--- src/rtl/fifo_wr_arbiter.sv ---
// fifo_wr_arbiter: round-robin arbiter sharing the packet fifo write port.
// Define FIFO_ARB_PRIO_EN for fixed lowest-index-wins priority instead.
module fifo_wr_arbiter #(
   parameter int NREQ  = 4,
   parameter int DW    = 8,
   parameter int AW    = 2,
   parameter int DEPTH = 16,
   localparam int LW   = $clog2(DEPTH + 1),
   localparam int PW   = $clog2(NREQ)
) (
   input  logic               clk,
   input  logic               rstn,
   input  logic [NREQ-1:0]    req,
   input  logic [NREQ*AW-1:0] req_src,
   input  logic [NREQ*AW-1:0] req_dst,
   input  logic [NREQ*DW-1:0] req_data,
   output logic [NREQ-1:0]    gnt,
   input  logic               readp,
   input  logic               fullp,
   output logic               writep,
   output logic [AW-1:0]      src_in,
   output logic [AW-1:0]      dst_in,
   output logic [DW-1:0]      data_in,
   output logic [LW-1:0]      level
);

   logic          writep_q, writep_d;
   logic [AW-1:0] src_q, src_d;
   logic [AW-1:0] dst_q, dst_d;
   logic [DW-1:0] data_q, data_d;
   logic [LW-1:0] level_q, level_d;
   logic [PW-1:0] gidx;
   logic          gvld;
   logic          ok;
   logic          xfer;
   logic          rd;

`ifndef FIFO_ARB_PRIO_EN
   logic [PW-1:0] ptr_q, ptr_d;
`endif

   assign ok = (level_q < LW'(DEPTH)) && !fullp;

`ifdef FIFO_ARB_PRIO_EN
   // Fixed priority: lowest-index pending request wins
   always_comb begin
      gvld = 1'b0;
      gidx = '0;
      for (int k = 0; k < NREQ; k++) begin
         if (!gvld && req[PW'(k)]) begin
            gvld = 1'b1;
            gidx = PW'(k);
         end
      end
   end
`else
   // Round-robin: first pending request at or above ptr, with wrap
   always_comb begin
      int j;
      j    = 0;
      gvld = 1'b0;
      gidx = '0;
      for (int k = 0; k < NREQ; k++) begin
         j = int'(ptr_q) + k;
         if (j >= NREQ) j = j - NREQ;
         if (!gvld && req[PW'(j)]) begin
            gvld = 1'b1;
            gidx = PW'(j);
         end
      end
   end
`endif

   // Grant is forced low while reset is held so outputs read zero at once
   assign gnt  = (rstn && ok && gvld) ? (NREQ'(1) << gidx) : '0;
   assign xfer = |(req & gnt);
   assign rd   = readp && (level_q != '0);

   // Next-state: capture granted fields, track committed occupancy
   always_comb begin
      writep_d = xfer;
      src_d    = src_q;
      dst_d    = dst_q;
      data_d   = data_q;
      level_d  = level_q;
      if (xfer) begin
         src_d  = req_src[int'(gidx)*AW +: AW];
         dst_d  = req_dst[int'(gidx)*AW +: AW];
         data_d = req_data[int'(gidx)*DW +: DW];
      end
      if (xfer && !rd) level_d = level_q + LW'(1);
      else if (!xfer && rd) level_d = level_q - LW'(1);
   end

`ifndef FIFO_ARB_PRIO_EN
   // Pointer moves just past the winner so it gets lowest priority next
   always_comb begin
      ptr_d = ptr_q;
      if (xfer) ptr_d = (gidx == PW'(NREQ - 1)) ? '0 : gidx + PW'(1);
   end

   // Round-robin pointer register
   always_ff @(posedge clk or negedge rstn) begin
      if (!rstn) ptr_q <= '0;
      else       ptr_q <= ptr_d;
   end
`endif

   // Write-port and occupancy registers; reset drops any pending write
   always_ff @(posedge clk or negedge rstn) begin
      if (!rstn) begin
         writep_q <= 1'b0;
         src_q    <= '0;
         dst_q    <= '0;
         data_q   <= '0;
         level_q  <= '0;
      end else begin
         writep_q <= writep_d;
         src_q    <= src_d;
         dst_q    <= dst_d;
         data_q   <= data_d;
         level_q  <= level_d;
      end
   end

   assign writep  = writep_q;
   assign src_in  = src_q;
   assign dst_in  = dst_q;
   assign data_in = data_q;
   assign level   = level_q;

endmodule
--- config.mk ---
export PLATFORM = sky130hd
export DESIGN_NAME = fifo_wr_arbiter
export DESIGN_NICKNAME = d
export VERILOG_FILES = /design/src/rtl/fifo_wr_arbiter.sv
export SDC_FILE = /design/constraint.sdc
export NUM_CORES = 1
export LEC_CHECK = 0
export ABC_AREA = 1
export CAP_MARGIN = 20
export CELL_PAD_IN_SITES_DETAIL_PLACEMENT = 1
export CELL_PAD_IN_SITES_GLOBAL_PLACEMENT = 1
export CORE_UTILIZATION = 32
export CTS_CLUSTER_SIZE = 8
export DETAILED_ROUTE_END_ITERATION = 16
export PLACE_DENSITY_LB_ADDON = 0.1
export SLEW_MARGIN = 20
export SYNTH_ARGS = -nofsm -noshare
export SYNTH_HDL_FRONTEND = slang
export SYNTH_SLANG_ARGS = --single-unit
--- constraint.sdc ---
create_clock -name clk -period 7.6 [get_ports clk]
set_input_delay 1.52 -clock clk [delete_from_list [all_inputs] [get_ports clk]]
set_output_delay 1.52 -clock clk [all_outputs]
set_load 0.005 [all_outputs]
==> impl_metrics.tcl, run 1 <==
set metrics [dict create \
    status "completed" \
    yosysTopAreaCell "dfrtp_1" \
    coreArea_sq_um 5920 \
    vdd_drop_max_v 0.000306 \
    fmaxAchievable_mhz 176 \
    critPathRequiredTime_ns 6.08 \
    worstPathMaxFanout 26 \
    synth_common_cells "123 x nand2_1, 43 x inv_1, 40 x nand4_1" \
    route.detailed.drc 0 \
    syn_to_final_growth_pct 43.8 \
    gp_congestion 0.825 \
    synth.cell_area_sq_um 1960 \
    synth_top_family_by_area "simple AND/OR/NAND/NOR gates" \
    synth_compound_area_share_pct 2.94 \
    dr.pass1.iters 4 \
    setup_violations 0 \
    grt_pass1_vias 2198 \
    worstSetupPathType "primary input to output port" \
    finalHoldViolations 0 \
    ctsHtreeMaxLevel 1 \
    antenna_found_initial 0 \
    synth.area.top_cells "dfrtp_1 26%, nand2_1 24%, nand4_1 13%" \
    path_clk_slew_ns 0.07 \
    yosysSeqAreaShare_pct 25.6 \
    leakagePower_uw 0.00148 \
    vias 2210 \
    worstPathArrival_ns 4.16 \
    ys_dominant_reg_cell "dfrtp_1" \
    avgSynthCellArea_sq_um 6.29 \
    startpoint_type "primary input" \
    worst_pin_slew_ns 0.670 \
    drtIter0Drc 74 \
    async_reset_ff_share_pct 100 \
    avgViaCountPerCell 4.88 \
    grt_usage_pct 20.1 \
    synth-seq-cells 20 \
    num-nets-final 441 \
    clkLatencyLatePin_ns 0.25 \
    synthAdderAreaFrac_pct 4.22 \
    io_buffer_count 77 \
    min_path_type "flop to flop" \
    cp-startpoint "req[3]" \
    synth_nets 373 \
    die_h_um 80.2 \
    synth-simple-area-share_pct 52.6 \
    clock_path_buffers 2 \
    powerDensity_nw_per_um2 443 \
    drive_gt1_share_pct 7.94 \
    synthCells 311 \
    reg2reg_slack_ns 3.23 \
    ys_types 29 \
    diodes 0 \
    cts_post_setup_buffers_inserted 0 \
    fp-row-count 28 \
    numCtsBuffers 3 \
    maxSlewHeadroom_pct 55.2 \
    clock_sinks 20 \
    initial_utilization_pct 33.1 \
    multi_input_area_sq_um 1190 \
    maxSlewViolCount 0 \
    die_x_um 80.2 \
    synth-edff-count 0 \
    synthMuxAreaShare_pct 0 \
    totalWireLength_mm 6.33 \
    synth.most_common_cell "nand2_1" \
    cts_root_buf "clkbuf_8" \
    seqCellArea_sq_um 500 \
    cts_resized 0 \
    maxCapViolations 0 \
    netlist.area_leader.share_pct 25.6 \
    fillers 781 \
    grt_pass1_wl_mm 10.2 \
    endpoint_kind "output port" \
    pin_count 78 \
    rsz0062_at_grt "no" \
    grt_max_degree 28 \
    final_cells 453 \
    rr_startpoint "ptr_q[0]" \
    ant_nets 0 \
    finClkSkew_ns 0.00417 \
    wl_per_cell_um 14.0 \
    setup_tns_ns 0 \
    min-delay-start "level[4]" \
    timing.final.crit_share_pct 74.8 \
    postCtsHoldBufs 0 \
    min_period_ns 5.68 \
    yosysWarnings 0 \
    dp_cells 449 \
    gr-total-overflow 0 \
    dieArea_sq_um 6430 \
    yosys.area_share.xor_xnor_pct 0.895 \
    hpwl_mm 4.84 \
    cts_tree "yes" \
]
==> through the flow <==
| stage | total power [uW] | instance area (sq um) | hold slack, ns | setup WS [ns] | utilization, % |
|---|---|---|---|---|---|
| 6_report | 1250 | 2810 | 0.513 | 1.92 | 47.5 |
| 5_1_grt | 1390 | 2810 | 0.546 | 1.68 | 47.5 |
| 4_1_cts | 1260 | 2810 | 0.522 | 1.90 | 47.5 |
| 3_5_place_dp | 1150 | 2740 | 0.511 | 1.86 | 46.3 |
| 3_3_place_gp | 1130 | 2740 | 0.498 | 1.93 | 46.3 |
| 2_1_floorplan | 867 | 1960 | 0.499 | 3.22 | - |
==> layout by cell type (no fill, tap or decap) <==
cell / n
a211oi_1: 1
a21oi_1: 4
and2_1: 1
buf_4: 1
bufinv_16: 1
clkbuf_8: 3
clkdlybuf4s50_1: 77
dfrtp_1: 20
fa_1: 1
ha_1: 5
inv_1: 43
inv_2: 4
inv_4: 1
nand2_1: 123
nand2_2: 8
nand2_4: 1
nand3_1: 18
nand3_2: 3
nand3_4: 3
nand4_1: 40
nor2_1: 5
nor2_2: 2
nor2_4: 3
nor3_1: 1
nor3b_1: 1
o21ai_0: 6
xnor2_1: 1
xor2_1: 1
==> final timing paths <==
check | end | cells after the start
worst min register to register | level[4] | 1
worst min-delay path | level[4] | 1
max in group asynchronous | level[2] | 2
min in group asynchronous | data_in[5] | 2
worst max-delay path | gnt[2] | 11
worst max register to register | level[4] | 23
==> cell families after synthesis <==
group,count (synthesis)
xor gates and xnor gates,2
AOI/OAI and AO/OA,11
DFF,20
buffers and inverters,63
adders and majority gates,6
and+or+nand+nor,209
==> state kept, by name (all words and copies together) (netlist names) <==
name     count
data_in      8
ptr_q        2
dst_in       2
src_in       2
level        5
writep       1
==> where the power goes <==
group          switching (uW)  internal (uW)
clock                    32.8           70.2
combinational             584            349
sequential               51.1            159
total                     668            579
==> area by class of cell <==
cell class,count,area share [%]
clock inverters,1,1.07
well taps,75,3.33
clock buffers,3,1.47
multi-input cells,228,42.2
inverters,48,6.49
repair buffers,78,27.7
flip-flops and latches,20,17.8
==> critical path: stages <==
cell and delay (ns):
clkdlybuf4s50_1 0.47, inv_2 0.08, nand2_1 0.09, nand3_2 0.13, nand2_2 0.09, inv_2 0.09
nand3_2 0.44, nand2_2 0.30, nand2_2 0.24, nor2_1 0.16, clkdlybuf4s50_1 0.54
==> layer usage <==
metal  GRT usage (%)  share of wire (%)
met5               0                  0
met2            34.4                 48
met1            27.6                 48
met3            2.84                3.2
met4            1.79               0.73
No activity file was read; power rests on OpenSTA's default activity.
==> run 2, diff against run 1 <==
Settings changed: CORE_UTILIZATION 32 to 29.
Clock period 7.6 ns to 5.96 ns, I/O delays scaled along.
==> run 2 against run 1 <==
The run now ends with DRC left. Via count fell by 0.68%. Design area increased by 0.89%. Highest routed layer unchanged. Global-route usage fell by 1.9 points. Sequential cell count is the same. Die area is 10% higher. Critical path depth increased by 13. Worst hold slack gained 0.0032 ns. Sequential share of layout area fell by 0.16 points. Count of clock-buffer cells in the layout stayed put. Clock skew rose by 0.0047 ns. Final cell count up 1.1%. Largest power group unchanged.
==> impl_metrics.tcl, run 2 (same netlist as run 1, synthesis figures left out) <==
set metrics [dict create \
    status "finished, violations left" \
    failed_checks "DRC" \
    syn_to_final_growth_pct 45.1 \
    cts_tree "yes" \
    antenna_found_initial 0 \
    maxCapViolations 0 \
    grt_pass1_wl_mm 10.5 \
    cts_root_buf "clkbuf_8" \
    avgViaCountPerCell 4.79 \
    maxSlewViolCount 0 \
    startpoint_type "primary input" \
    worst_pin_slew_ns 0.505 \
    diodes 0 \
    final_cells 458 \
    clock_sinks 20 \
    clkLatencyLatePin_ns 0.26 \
    maxSlewHeadroom_pct 66.3 \
    pin_count 78 \
    wl_per_cell_um 13.9 \
    postCtsHoldBufs 0 \
    numCtsBuffers 3 \
    ctsHtreeMaxLevel 1 \
    vias 2195 \
    fp-row-count 29 \
    ant_nets 0 \
    die_h_um 84.1 \
    io_buffer_count 77 \
    worstPathMaxFanout 27 \
    worstPathArrival_ns 5.04 \
    fillers 828 \
    dr.pass1.iters 10 \
    largest_register_ffs 8 \
    drive_gt1_share_pct 8.66 \
    gp_congestion 0.825 \
    dp_cells 454 \
    grt_pass1_vias 2211 \
    coreArea_sq_um 6420 \
    vdd_drop_max_v 0.000234 \
    fin_util_pct 44.2 \
    setup_violations 0 \
    timing.final.crit_share_pct 82.0 \
    powerDensity_nw_per_um2 564 \
    endpoint_kind "flop" \
    initial_utilization_pct 30.5 \
    fmaxAchievable_mhz 205 \
    route.detailed.drc 8 \
    cts_post_setup_buffers_inserted 0 \
    setup_tns_ns 0 \
    critPathRequiredTime_ns 6.11 \
    num-nets-final 444 \
    finClkSkew_ns 0.00885 \
    leakagePower_uw 0.00149 \
    mostFrequentLayoutCell "nand2_1" \
    grt_max_degree 28 \
    drtIter0Drc 56 \
    cts_resized 0 \
    clock_path_buffers 2 \
    min_path_type "flop to flop" \
    totalWireLength_mm 6.36 \
    whs_ns 0.516 \
    path_clk_slew_ns 0.08 \
    grt_usage_pct 18.2 \
    hpwl_mm 4.91 \
    rsz0062_at_grt "no" \
    min_period_ns 4.89 \
    gr-total-overflow 0 \
    finalHoldViolations 0 \
    die_x_um 84.1 \
    final_cell_mix "123 x nand2_1, 77 x clkdlybuf4s50_1, 43 x inv_1" \
    dieArea_sq_um 7080 \
    worstSetupPathType "primary input to flop" \
]
==> run 2: cell count changes in the layout (fill, tap and decap cells not counted) <==
| cell | delta |
|---|---|
| buf_4 | +3 |
==> run 2: critical path: stages <==
cell             delay (ns)
clkdlybuf4s50_1        0.47
inv_2                  0.08
nand2_1                0.08
nand3_2                0.13
nand2_2                0.09
nor2_4                 0.14
nand3_4                0.29
inv_1                  0.20
nor2_4                 0.07
ha_1                   0.19
inv_1                  0.06
nor2_2                 0.05
nand2_2                0.25
nand3_4                0.23
ha_1                   0.32
inv_1                  0.13
ha_1                   0.28
nand2_1                0.08
nor2_1                 0.04
a211oi_1               0.27
nand2_1                0.11
nand2_1                0.08
nor2_1                 0.05
xor2_1                 0.14
==> run 2: cell type report <==
type	instances	area, sq um	area share (%)
clock inverter	1	30.0	1.06
tap	77	96.3	3.39
clock buffer	3	41.3	1.45
inverter	48	183	6.43
timing repair buffer	81	801	28.2
sequential	20	500	17.6
multi-input combinational	228	1190	41.8
==> run 2: final timing paths <==
kind                           from  endpoint  slack, ns  cells after the start
min                        level[0]  level[0]       0.52                      1
min reg2reg                level[0]  level[0]       0.52                      1
min in group asynchronous      rstn  level[4]       1.33                      2
max                          req[3]  level[4]       1.07                     24
max in group asynchronous      rstn    writep       4.41                      2
max reg2reg                ptr_q[0]  level[4]       1.79                     24
==> run 2: where the power goes <==
part           internal (uW)  total [uW]  switching (uW)
clock network           89.7         136            46.5
registers                203         271            67.7
logic                    465        1190             728
total                    758        1600             842
==> run 2: through the flow <==
| step | power (uW) | instance area (sq um) | setup slack (ns) |
|---|---|---|---|
| floorplan | 1110 | 1960 | 1.91 |
| CTS | 1630 | 2840 | 1.04 |
| global route | 1780 | 2840 | 0.721 |
| detailed placement | 1480 | 2770 | 0.833 |
| finish | 1600 | 2840 | 1.07 |
| global placement | 1460 | 2770 | 1.02 |
==> run 2: layer usage <==
metal | track usage, % | routed length [um]
met5 | 0 | 0
met4 | 1.41 | 25
met1 | 24.9 | 2920
met3 | 2.65 | 232
met2 | 31.7 | 3180
==> run 3, diff against run 2 <==
Settings changed: CORE_UTILIZATION 29 to 26.
Clock period 5.96 ns to 4 ns, I/O delays scaled along.
==> run 3 against run 2 <==
The flow now finishes without violations. Sequential share of layout area down 0.46 points. Utilization shrank 4.0 points. Clock skew decreased by 0.0021 ns. Combinational power is 57% higher. Wire length increased by 5.9%. Critical endpoint is now gnt[0]. Highest routed layer unchanged.
==> impl_metrics.tcl, run 3 (same netlist as run 1, synthesis figures left out) <==
set metrics [dict create \
    p_sw_share_pct 53.2 \
    clkLatencyLatePin_ns 0.27 \
    grt_pass1_vias 2242 \
    antenna_found_initial 0 \
    vias 2277 \
    cts_root_buf "clkbuf_8" \
    startpoint_type "primary input" \
    finalHoldViolations 0 \
    io_buffer_count 77 \
    setup_violations 0 \
    mostFrequentLayoutCell "nand2_1" \
    grt_max_degree 26 \
    critPathRequiredTime_ns 3.20 \
    hpwl_mm 5.12 \
    cpLargestDelayFamily "buffers and inverters" \
    worst_pin_slew_ns 0.505 \
    final_cells 488 \
    drive_gt1_share_pct 10.8 \
    maxSlewViolCount 0 \
    cts_tree "yes" \
    setup_tns_ns 0 \
    dr.pass1.iters 4 \
    clock_sinks 20 \
    leakagePower_uw 0.00152 \
    cpPeakStageDelay_ns 0.55 \
    postCtsHoldBufs 0 \
    path_cells "clkdlybuf4s50_1 > inv_2 > nand2_1 > nand3_2 > nand2_2 > inv_2 > nand3_1 > nand4_1 > buf_4 > nor3_1 > clkdlybuf4s50_1" \
    clock_path_buffers 2 \
    dieArea_sq_um 7880 \
    num-nets-final 452 \
    whs_ns 0.528 \
    fillers 943 \
    comb_power_share_pct 77.1 \
    wl_per_cell_um 13.8 \
    rsz0062_at_grt "no" \
    powerDensity_nw_per_um2 833 \
    multi_input_area_sq_um 1190 \
    finClkSkew_ns 0.00677 \
    final_cell_mix "123 x nand2_1, 77 x clkdlybuf4s50_1, 43 x inv_1" \
    worstPathArrival_ns 2.99 \
    gr-total-overflow 0 \
    endpoint_kind "output port" \
    total_power_uw 2430 \
    status "completed" \
    syn_to_final_growth_pct 49.0 \
    vdd_drop_max_v 0.000395 \
    seqCellArea_sq_um 500 \
    grt_usage_pct 18.0 \
    fp-row-count 31 \
    largest_register_ffs 8 \
    ant_nets 0 \
    initial_utilization_pct 27.0 \
    gp_congestion 0.823 \
    coreArea_sq_um 7250 \
    avgViaCountPerCell 4.67 \
    power.share.sequential_pct 16.2 \
    cts_post_setup_buffers_inserted 0 \
    path_clk_slew_ns 0.08 \
    worstSetupPathType "primary input to output port" \
    maxCapViolations 0 \
    ctsHtreeMaxLevel 1 \
    worstPathMaxFanout 13 \
    cellInternalPower_uw 1140 \
    totalWireLength_mm 6.74 \
    pin_count 78 \
    fmaxAchievable_mhz 264 \
    worst-path-buf-inv 5 \
    min_path_type "flop to flop" \
    die_h_um 88.8 \
    power_frac_clock_pct 6.7 \
    route.detailed.drc 0 \
    drtIter0Drc 110 \
    p_sw_uw 1290 \
    min_period_ns 3.79 \
    cpMaxStageDelayCell "clkdlybuf4s50_1" \
    grt_pass1_wl_mm 10.9 \
    numCtsBuffers 3 \
    timing.final.crit_share_pct 94.8 \
    diodes 0 \
    maxSlewHeadroom_pct 66.3 \
    dp_cells 484 \
    reg2reg_slack_ns 0.65 \
    die_x_um 88.8 \
]
-- run 3: layout make-up --
type	count	area share (%)
multi-input cells	228	40.9
repair buffers	89	29.5
flip-flops and latches	20	17.2
inverters	48	6.27
well taps	99	4.25
clock buffers	4	1.89
-- run 3: what timing repair did --
| action | in CTS | in global routing |
|---|---|---|
| hold endpoints to repair | 0 | 0 |
| setup endpoints to repair | 0 | 1 |
| gates resized for setup | 0 | 1 |
-- run 3: worst paths after layout --
check / from / end / cells after the start
hold / removal: level[4] / level[4] / 1
hold reg to reg: level[4] / level[4] / 1
max in group asynchronous: rstn / ptr_q[0] / 2
setup / recovery: req[3] / gnt[0] / 11
setup reg to reg: ptr_q[0] / level[4] / 23
min in group asynchronous: rstn / dst_in[0] / 2
-- run 3: per-layer routing --
| layer | GRT usage, % | routed length [um] | share of wire, % |
|---|---|---|---|
| met2 | 30.1 | 3190 | 47 |
| met1 | 24.5 | 3260 | 48 |
| met5 | 0 | 0 | 0 |
| met3 | 2.52 | 208 | 3.1 |
| met4 | 4.11 | 78 | 1.2 |
-- run 3: worst register-to-register path, stage by stage, from the launching register on --
cell	delay, ns
dfrtp_1	0.59
inv_4	0.13
nand2_1	0.08
nand2_1	0.10
nand2_1	0.07
nand2_1	0.11
nor2_4	0.13
nand3_1	0.10
nand4_1	0.13
ha_1	0.17
inv_1	0.05
nor2_2	0.12
nand2_2	0.08
nand3_4	0.08
ha_1	0.23
inv_1	0.10
ha_1	0.33
nand2_1	0.09
nor2_1	0.05
a211oi_2	0.19
nand2_1	0.08
nand2_1	0.06
nor2_1	0.04
xor2_1	0.13
-- run 3: stage by stage --
| step | area (sq um) | setup slack (ns) | utilization, % |
|---|---|---|---|
| 2_1_floorplan | 1960 | 0.340 | - |
| 3_3_place_gp | 2860 | 0.125 | 39.4 |
| 3_5_place_dp | 2860 | 0.00165 | 39.4 |
| 4_1_cts | 2910 | 0.186 | 40.1 |
| 5_1_grt | 2920 | 0.0122 | 40.2 |
| 6_report | 2920 | 0.207 | 40.2 |
-- run 3: power groups by stage --
stage / clock network (uW) / logic [uW] / registers (uW)
2_1_floorplan: 0 / 1270 / 372
3_3_place_gp: 0 / 1860 / 399
3_5_place_dp: 0 / 1890 / 395
4_1_cts: 169 / 1900 / 395
5_1_grt: 173 / 2130 / 408
6_report: 162 / 1870 / 394
